**src/rtl/ps2_kbd.sv**
```systemverilog
// ps2_kbd: PS/2 set-2 keyboard receiver feeding an Apple-1 style KBD/KBDCR
// register pair. Scancodes are deserialised, translated to uppercase ASCII,
// queued in a small FIFO and polled by the CPU. F1 and F12 raise one-cycle
// clear-screen and reset requests instead of producing characters.
`timescale 1ns/1ps

module ps2_kbd #(
  parameter int FILTER_LEN = 8,
  parameter int TIMEOUT    = 25000,
  parameter int FIFO_DEPTH = 4
) (
  input  logic       clk25,
  input  logic       rst,
  input  logic       ps2_clk,
  input  logic       ps2_din,
  input  logic       address,
  input  logic       enable,
  input  logic       r_en,
  output logic [7:0] dout,
  output logic       kbd_ready,
  output logic       clr_screen,
  output logic       reset_req
);

  localparam int FW = $clog2(FILTER_LEN + 1);
  localparam int TW = $clog2(TIMEOUT + 1);
  localparam int AW = $clog2(FIFO_DEPTH);
  localparam logic [FW-1:0] FLT_LAST = FW'(FILTER_LEN - 1);
  localparam logic [TW-1:0] TMO_LAST = TW'(TIMEOUT - 1);

  typedef enum logic [1:0] {
    S_IDLE,
    S_DATA,
    S_PARITY,
    S_STOP
  } frame_state_t;

  // Synchronisers and glitch filter
  logic          clk_s1, clk_s2, din_s1, din_s2;
  logic          clk_flt;
  logic [FW-1:0] flt_cnt;
  logic          bit_edge;

  // Frame receiver
  frame_state_t  state, state_nxt;
  logic [7:0]    shift_reg;
  logic [2:0]    bit_cnt;
  logic          parity_bit;
  logic [TW-1:0] tmo_cnt;
  logic          frame_ok;
  logic          timed_out;
  logic          code_valid;
  logic [7:0]    code;

  // Decoder
  logic       ext, brk, shift, ctrl;
  logic       is_prefix, is_modifier;
  logic [6:0] lut_char;
  logic       dec_push, dec_clr, dec_rst;
  logic [6:0] dec_char;
  logic       push_valid;
  logic [6:0] push_char;

  // FIFO and CPU interface
  logic [6:0]  mem [FIFO_DEPTH];
  logic [AW:0] wr_ptr, rd_ptr;
  logic        fifo_empty, fifo_full;
  logic        overrun, seen;
  logic        read_fire, pop, push_ok;

  // Maps a make code to its ASCII character; zero means the key has no mapping.
  function automatic logic [6:0] translate(input logic [7:0] sc, input logic sh);
    logic [6:0] ch;
    ch = 7'h00;
    case (sc)
      8'h1C: ch = 7'h41;  8'h32: ch = 7'h42;  8'h21: ch = 7'h43;
      8'h23: ch = 7'h44;  8'h24: ch = 7'h45;  8'h2B: ch = 7'h46;
      8'h34: ch = 7'h47;  8'h33: ch = 7'h48;  8'h43: ch = 7'h49;
      8'h3B: ch = 7'h4A;  8'h42: ch = 7'h4B;  8'h4B: ch = 7'h4C;
      8'h3A: ch = 7'h4D;  8'h31: ch = 7'h4E;  8'h44: ch = 7'h4F;
      8'h4D: ch = 7'h50;  8'h15: ch = 7'h51;  8'h2D: ch = 7'h52;
      8'h1B: ch = 7'h53;  8'h2C: ch = 7'h54;  8'h3C: ch = 7'h55;
      8'h2A: ch = 7'h56;  8'h1D: ch = 7'h57;  8'h22: ch = 7'h58;
      8'h35: ch = 7'h59;  8'h1A: ch = 7'h5A;
      8'h45: ch = sh ? 7'h29 : 7'h30;
      8'h16: ch = sh ? 7'h21 : 7'h31;
      8'h1E: ch = sh ? 7'h40 : 7'h32;
      8'h26: ch = sh ? 7'h23 : 7'h33;
      8'h25: ch = sh ? 7'h24 : 7'h34;
      8'h2E: ch = sh ? 7'h25 : 7'h35;
      8'h36: ch = sh ? 7'h5E : 7'h36;
      8'h3D: ch = sh ? 7'h26 : 7'h37;
      8'h3E: ch = sh ? 7'h2A : 7'h38;
      8'h46: ch = sh ? 7'h28 : 7'h39;
      8'h0E: ch = sh ? 7'h7E : 7'h60;
      8'h4E: ch = sh ? 7'h5F : 7'h2D;
      8'h55: ch = sh ? 7'h2B : 7'h3D;
      8'h54: ch = sh ? 7'h7B : 7'h5B;
      8'h5B: ch = sh ? 7'h7D : 7'h5D;
      8'h5D: ch = sh ? 7'h7C : 7'h5C;
      8'h4C: ch = sh ? 7'h3A : 7'h3B;
      8'h52: ch = sh ? 7'h22 : 7'h27;
      8'h41: ch = sh ? 7'h3C : 7'h2C;
      8'h49: ch = sh ? 7'h3E : 7'h2E;
      8'h4A: ch = sh ? 7'h3F : 7'h2F;
      8'h29: ch = 7'h20;
      8'h5A: ch = 7'h0D;
      8'h66: ch = 7'h5F;
      8'h76: ch = 7'h1B;
      default: ch = 7'h00;
    endcase
    return ch;
  endfunction

  // Two-stage synchronisers for the asynchronous PS/2 lines; idle level is high.
  always_ff @(posedge clk25) begin
    if (rst) begin
      clk_s1 <= 1'b1;
      clk_s2 <= 1'b1;
      din_s1 <= 1'b1;
      din_s2 <= 1'b1;
    end else begin
      clk_s1 <= ps2_clk;
      clk_s2 <= clk_s1;
      din_s1 <= ps2_din;
      din_s2 <= din_s1;
    end
  end

  // Accept a new PS/2 clock level only after FILTER_LEN consecutive differing samples.
  always_ff @(posedge clk25) begin
    if (rst) begin
      clk_flt <= 1'b1;
      flt_cnt <= '0;
    end else if (clk_s2 == clk_flt) begin
      flt_cnt <= '0;
    end else if (flt_cnt == FLT_LAST) begin
      clk_flt <= clk_s2;
      flt_cnt <= '0;
    end else begin
      flt_cnt <= flt_cnt + 1'b1;
    end
  end

  // A bit edge is the cycle in which the filtered clock is about to fall.
  assign bit_edge = clk_flt & ~clk_s2 & (flt_cnt == FLT_LAST);

  // Frame state register.
  always_ff @(posedge clk25) begin
    if (rst) state <= S_IDLE;
    else     state <= state_nxt;
  end

  // Frame next-state logic; a stall without bit edges abandons the frame.
  always_comb begin
    state_nxt = state;
    frame_ok  = 1'b0;
    timed_out = (state != S_IDLE) && !bit_edge && (tmo_cnt == TMO_LAST);
    if (timed_out) begin
      state_nxt = S_IDLE;
    end else if (bit_edge) begin
      case (state)
        S_IDLE:   if (!din_s2) state_nxt = S_DATA;
        S_DATA:   if (bit_cnt == 3'd7) state_nxt = S_PARITY;
        S_PARITY: state_nxt = S_STOP;
        S_STOP: begin
          state_nxt = S_IDLE;
          frame_ok  = din_s2 & (^{shift_reg, parity_bit});
        end
        default:  state_nxt = S_IDLE;
      endcase
    end
  end

  // Frame datapath: bit shifting, parity capture, stall timer and scancode register.
  always_ff @(posedge clk25) begin
    if (rst) begin
      shift_reg  <= '0;
      bit_cnt    <= '0;
      parity_bit <= 1'b0;
      tmo_cnt    <= '0;
      code_valid <= 1'b0;
      code       <= '0;
    end else begin
      code_valid <= frame_ok;
      if (frame_ok) code <= shift_reg;
      if (state == S_IDLE || bit_edge) tmo_cnt <= '0;
      else                             tmo_cnt <= tmo_cnt + 1'b1;
      if (bit_edge) begin
        case (state)
          S_IDLE:   bit_cnt <= '0;
          S_DATA: begin
            shift_reg <= {din_s2, shift_reg[7:1]};
            bit_cnt   <= bit_cnt + 1'b1;
          end
          S_PARITY: parity_bit <= din_s2;
          default:  ;
        endcase
      end
    end
  end

  assign is_prefix   = (code == 8'hE0) || (code == 8'hF0);
  assign is_modifier = (code == 8'h12) || (code == 8'h59) || (code == 8'h14);
  assign lut_char    = translate(code, shift);

  // Decide what a received scancode produces: a character, a pulse, or nothing.
  always_comb begin
    dec_push = 1'b0;
    dec_char = 7'h00;
    dec_clr  = 1'b0;
    dec_rst  = 1'b0;
    if (code_valid && !is_prefix && !is_modifier && !brk) begin
      if (ext) begin
        if (code == 8'h5A) begin
          dec_push = 1'b1;
          dec_char = 7'h0D;
        end
      end else if (code == 8'h05) begin
        dec_clr = 1'b1;
      end else if (code == 8'h07) begin
        dec_rst = 1'b1;
      end else if (lut_char != 7'h00) begin
        dec_push = 1'b1;
        dec_char = (ctrl && lut_char >= 7'h41 && lut_char <= 7'h5A) ?
                   (lut_char & 7'h1F) : lut_char;
      end
    end
  end

  // Prefix and modifier flags, plus the registered push request and pulses.
  always_ff @(posedge clk25) begin
    if (rst) begin
      ext        <= 1'b0;
      brk        <= 1'b0;
      shift      <= 1'b0;
      ctrl       <= 1'b0;
      push_valid <= 1'b0;
      push_char  <= '0;
      clr_screen <= 1'b0;
      reset_req  <= 1'b0;
    end else begin
      push_valid <= dec_push;
      push_char  <= dec_char;
      clr_screen <= dec_clr;
      reset_req  <= dec_rst;
      if (code_valid) begin
        if (code == 8'hE0) begin
          ext <= 1'b1;
        end else if (code == 8'hF0) begin
          brk <= 1'b1;
        end else begin
          ext <= 1'b0;
          brk <= 1'b0;
          if (code == 8'h12 || code == 8'h59) shift <= ~brk;
          if (code == 8'h14)                  ctrl  <= ~brk;
        end
      end
    end
  end

  assign fifo_empty = (wr_ptr == rd_ptr);
  assign fifo_full  = (wr_ptr[AW] != rd_ptr[AW]) && (wr_ptr[AW-1:0] == rd_ptr[AW-1:0]);
  assign kbd_ready  = ~fifo_empty;
  assign read_fire  = enable & r_en & ~seen;
  assign pop        = read_fire & ~address & ~fifo_empty;
  assign push_ok    = push_valid & (~fifo_full | pop);

  // Character storage; a pop in the same cycle frees the slot being written.
  always_ff @(posedge clk25) begin
    if (push_ok) mem[wr_ptr[AW-1:0]] <= push_char;
  end

  // FIFO pointers, sticky overrun and the single-shot read guard.
  always_ff @(posedge clk25) begin
    if (rst) begin
      wr_ptr  <= '0;
      rd_ptr  <= '0;
      overrun <= 1'b0;
      seen    <= 1'b0;
    end else begin
      if (push_ok) wr_ptr <= wr_ptr + 1'b1;
      if (pop)     rd_ptr <= rd_ptr + 1'b1;
      if (push_valid && !push_ok)   overrun <= 1'b1;
      else if (read_fire && address) overrun <= 1'b0;
      if (read_fire)            seen <= 1'b1;
      else if (!enable && !r_en) seen <= 1'b0;
    end
  end

  // Register read mux presented to the CPU bus.
  always_comb begin
    dout = 8'h00;
    if (address)          dout = {kbd_ready, overrun, 6'b0};
    else if (!fifo_empty) dout = {1'b1, mem[rd_ptr[AW-1:0]]};
  end

endmodule

```
**config.mk**
```make
export PLATFORM = sky130hd
export DESIGN_NAME = ps2_kbd
export DESIGN_NICKNAME = d
export VERILOG_FILES = /design/src/rtl/ps2_kbd.sv
export SDC_FILE = /design/constraint.sdc
export NUM_CORES = 1
export LEC_CHECK = 0
export CORE_UTILIZATION = 58
export CTS_CLUSTER_DIAMETER = 60
export DETAILED_ROUTE_END_ITERATION = 7
export PLACE_DENSITY = 0.88
export SLEW_MARGIN = 20
export SYNTH_ARGS = -nofsm -noshare
export SYNTH_HDL_FRONTEND = slang
export SYNTH_SLANG_ARGS = --single-unit
```
**constraint.sdc**
```tcl
create_clock -name clk25 -period 2.8 [get_ports clk25]
set_clock_uncertainty 0.1 [all_clocks]
set_input_delay 0.42 -clock clk25 [delete_from_list [all_inputs] [get_ports clk25]]
set_output_delay 0.42 -clock clk25 [all_outputs]
set_load 0.005 [all_outputs]
```
==> flow_metrics.py, run 1 <==
metrics = {
    "worst_setup_path": {
        "end_kind": "flip-flop",
        "r2r_start": "code[2]",
        "crit_required_ns": 2.96,
        "r2r_end": "push_char[6]",
        "r2r_slack_ns": 0.09,
        "path_max_fanout": 10,
        "worstPathArrival_ns": 2.87,
        "r2r_cells": 9,
        "critPathLaunchType": "flip-flop",
        "critical_path_class": "reg -> reg",
    },
    "floorplan": {
        "die_area_sq_um": 9709,
        "die_height_microns": 98.54,
        "initial_core_util_pct": 60.79,
        "rows": 34,
        "ioPinCount": 18,
        "core_area_sq_um": 8891,
        "die_w_microns": 98.54,
    },
    "clocking": {
        "clock_latency_ns": 0.36,
        "post_cts_buffers": 0,
        "ctsHtreeMaxLevel": 3,
        "numCtsBuffers": 9,
        "cts.sinks": 99,
        "cts_buffer_depth": 2,
        "cts_tree": "built",
        "holdBufCountCts": 0,
        "clk_pin_slew_worst_paths_ns": 0.11,
        "cts-root-buf": "clkbuf_8",
    },
    "synthesis": {
        "syn-num-nets": 603,
        "syn_area_sq_um": 5405,
        "synth_area_per_cell_sq_um": 9.287,
        "yosys_warnings": 0,
        "synth_seq_area_share_pct": 41.85,
        "synth_top_area_share_pct": 26.30,
        "synth_top_cell_by_area": "dfxtp_1",
        "synthFlopType": "dfxtp_1",
        "synth_edf_count": 28,
        "async_reset_ff_share_pct": 0,
        "ys_ff_latch": 99,
        "synth_cell_type_count": 77,
        "synth_area_leaders": "dfxtp_1 (26%), edfxtp_1 (16%), nor2_1 (5.4%)",
        "synth_cells": 582,
    },
    "finish": {
        "fill_cells": 662,
        "area_delta_synth_final_pct": 12.87,
        "fin_area_sq_um": 6101,
        "largest_reg_flops": 28,
        "drive_gt1_share_pct": 16.67,
        "num_antenna_cells": 0,
        "final_common_cell": "nor2_1",
        "multi_input_area_sq_um": 2864,
        "mostFrequentLayoutCells": "nor2_1 (78), dfxtp_1 (65), nand2_1 (47), buf_4 (45)",
        "final-seq-area_sq_um": 2270,
        "final_nets": 640,
    },
    "outcome": {
        "violations": "DRC",
        "status": "finished, violations left",
    },
    "detailed_routing": {
        "ant_nets": 0,
        "wl_per_cell_microns": 18.44,
        "dr.first_iter.drc_count": 356,
        "routed_wirelength_microns": 13500,
        "vias": 4520,
        "vias_per_cell": 6.175,
        "drt_pass1_iterations": 8,
        "drc": 2,
    },
    "sta": {
        "worst_slew_pin_slew_ns": 0.7538,
        "slew_viol_final": 0,
        "whs_ns": 0.3206,
        "finalWorstSetupSlack_ns": 0.09233,
        "finalCriticalPeriod_ns": 2.708,
        "max_freq_ghz": 0.3693,
        "slew_headroom_pct": 49.28,
        "rsz0062_at_grt": "false",
        "setup_viol": 0,
        "hold_viol_final": 0,
        "fin_crit_sh_pct": 96.70,
    },
    "hold_path": {
        "hold_path_class": "reg -> reg",
        "hold_depth": 1,
        "hp-start": "din_s1",
        "min_to": "din_s2",
    },
    "global_route": {
        "grt_start_max_net_pins": 44,
        "grt_use_total_pct": 29.13,
        "grt_pass1_wl_microns": 22330,
        "antenna_found_initial": 0,
        "grt.overflow.total": 0,
        "grt_pass1_vias": 4481,
    },
    "placed_design": {
        "gp_congestion": 1.051,
        "placed_cell_area_sq_um": 5869,
        "portBuffers": 17,
        "pre_cts_slack_ns": -0.007851,
        "dp_hpwl_microns": 10000,
    },
    "power_and_ir_drop": {
        "max-vdd-ir-drop_mv": 0.3195,
        "power_mw": 2.429,
        "power.leakage_nw": 2.244,
        "p_per_area_nw_per_um2": 398.2,
    },
    "flow_run": {
        "maxCapViolCount": 0,
    },
}
-- metrics by stage --
step | TNS [ns] | util (%) | std cells
final | 0 | 68.62 | 732
after global routing | 0 | 68.62 | 732
after CTS | 0 | 68.35 | 732
after detailed placement | -0.007851 | 66.01 | 716
after global placement | 0 | 66.01 | 716
after floorplan | 0 | - | 582
-- per-layer routing --
| layer | part of all wire, % | track usage (%) | up-vias |
|---|---|---|---|
| li1 | - | - | 2149 |
| met1 | 42 | 36.33 | 2135 |
| met2 | 49 | 50.70 | 194 |
| met3 | 5.9 | 5.106 | 42 |
| met4 | 3.2 | 10.68 | 0 |
| met5 | 0 | 0 | - |
-- cells by family after synthesis --
family / synth area share, %
DFF: 41.85
muxes: 4.954
AOI/OAI and AO/OA: 13.73
xor gates and xnor gates: 5.347
adders and majority gates: 3.241
and+or+nand+nor: 25.37
buffers and inverters: 5.509
-- critical path, stage by stage (launching register included) --
cell	delay [ns]
dfxtp_1	0.55
buf_4	0.24
nor2b_1	0.08
o211a_1	0.22
o21ai_2	0.18
nand3_2	0.14
or4b_4	0.58
nor2_1	0.12
nand4_1	0.14
a311oi_2	0.28
-- how the worst max path moves through the flow --
| stage | startpoint | endpoint | slack, ns | cells after the start |
|---|---|---|---|---|
| floorplan | wr_ptr[1] | mem[3][0] | 0.44 | 6 |
| global placement | code[1] | push_char[6] | 0.07 | 8 |
| detailed placement | code[3] | push_char[6] | -0.008 | 8 |
| CTS | code[1] | push_char[6] | 0.001 | 8 |
| global route | code[2] | push_char[6] | 0.01 | 9 |
| finish | code[2] | push_char[6] | 0.09 | 9 |
-- cells in the mapped netlist, drive strengths merged, types with 7 or more instances --
library cell	number
o21ai	17
nor2	78
or2	7
nor3b	7
dfxtp	71
buf	23
mux4	7
xnor2	18
a31oi	8
edfxtp	28
o211ai	7
nor3	19
nand3	22
a21oi	28
clkbuf	15
ha	14
nand2	47
inv	21
nand2b	11
nor4	7
a22oi	7
xor2	15
mux2i	11
nor2b	15
-- what timing repair did --
item                       in CTS  in global routing
pin swaps                       0                  1
setup endpoints to repair       1                  7
gates resized for setup         2                  6
-- power breakdown --
part	total [mW]	leakage, nW	internal [mW]	switching [mW]
sequential	1.47	0.817	1.47	0.00221
clock	0.931	0.105	0.365	0.566
combinational	0.0295	1.32	0.0135	0.0160
total	2.43	2.24	1.85	0.584
-- area by class of cell --
| class | instances | area share, % |
|---|---|---|
| inverters | 21 | 1.292 |
| clock buffers | 9 | 2.030 |
| well taps | 108 | 2.215 |
| flip-flops and latches | 99 | 37.20 |
| multi-input cells | 424 | 46.94 |
| clock inverters | 7 | 1.333 |
| repair buffers | 64 | 8.983 |
Power figures use the tool's default switching activity.
==> inputs of run 2 (changes only) <==
--- a/config.mk
+++ b/config.mk
@@ -6,6 +6,7 @@
 export NUM_CORES = 1
 export LEC_CHECK = 0
 export CORE_UTILIZATION = 58
+export CTS_BUF_LIST = sky130_fd_sc_hd__clkbuf_8
 export CTS_CLUSTER_DIAMETER = 60
 export DETAILED_ROUTE_END_ITERATION = 7
 export PLACE_DENSITY = 0.88
==> results of run 2 <==
Same layout as run 1: the final DEF is identical, and so are final timing and power.
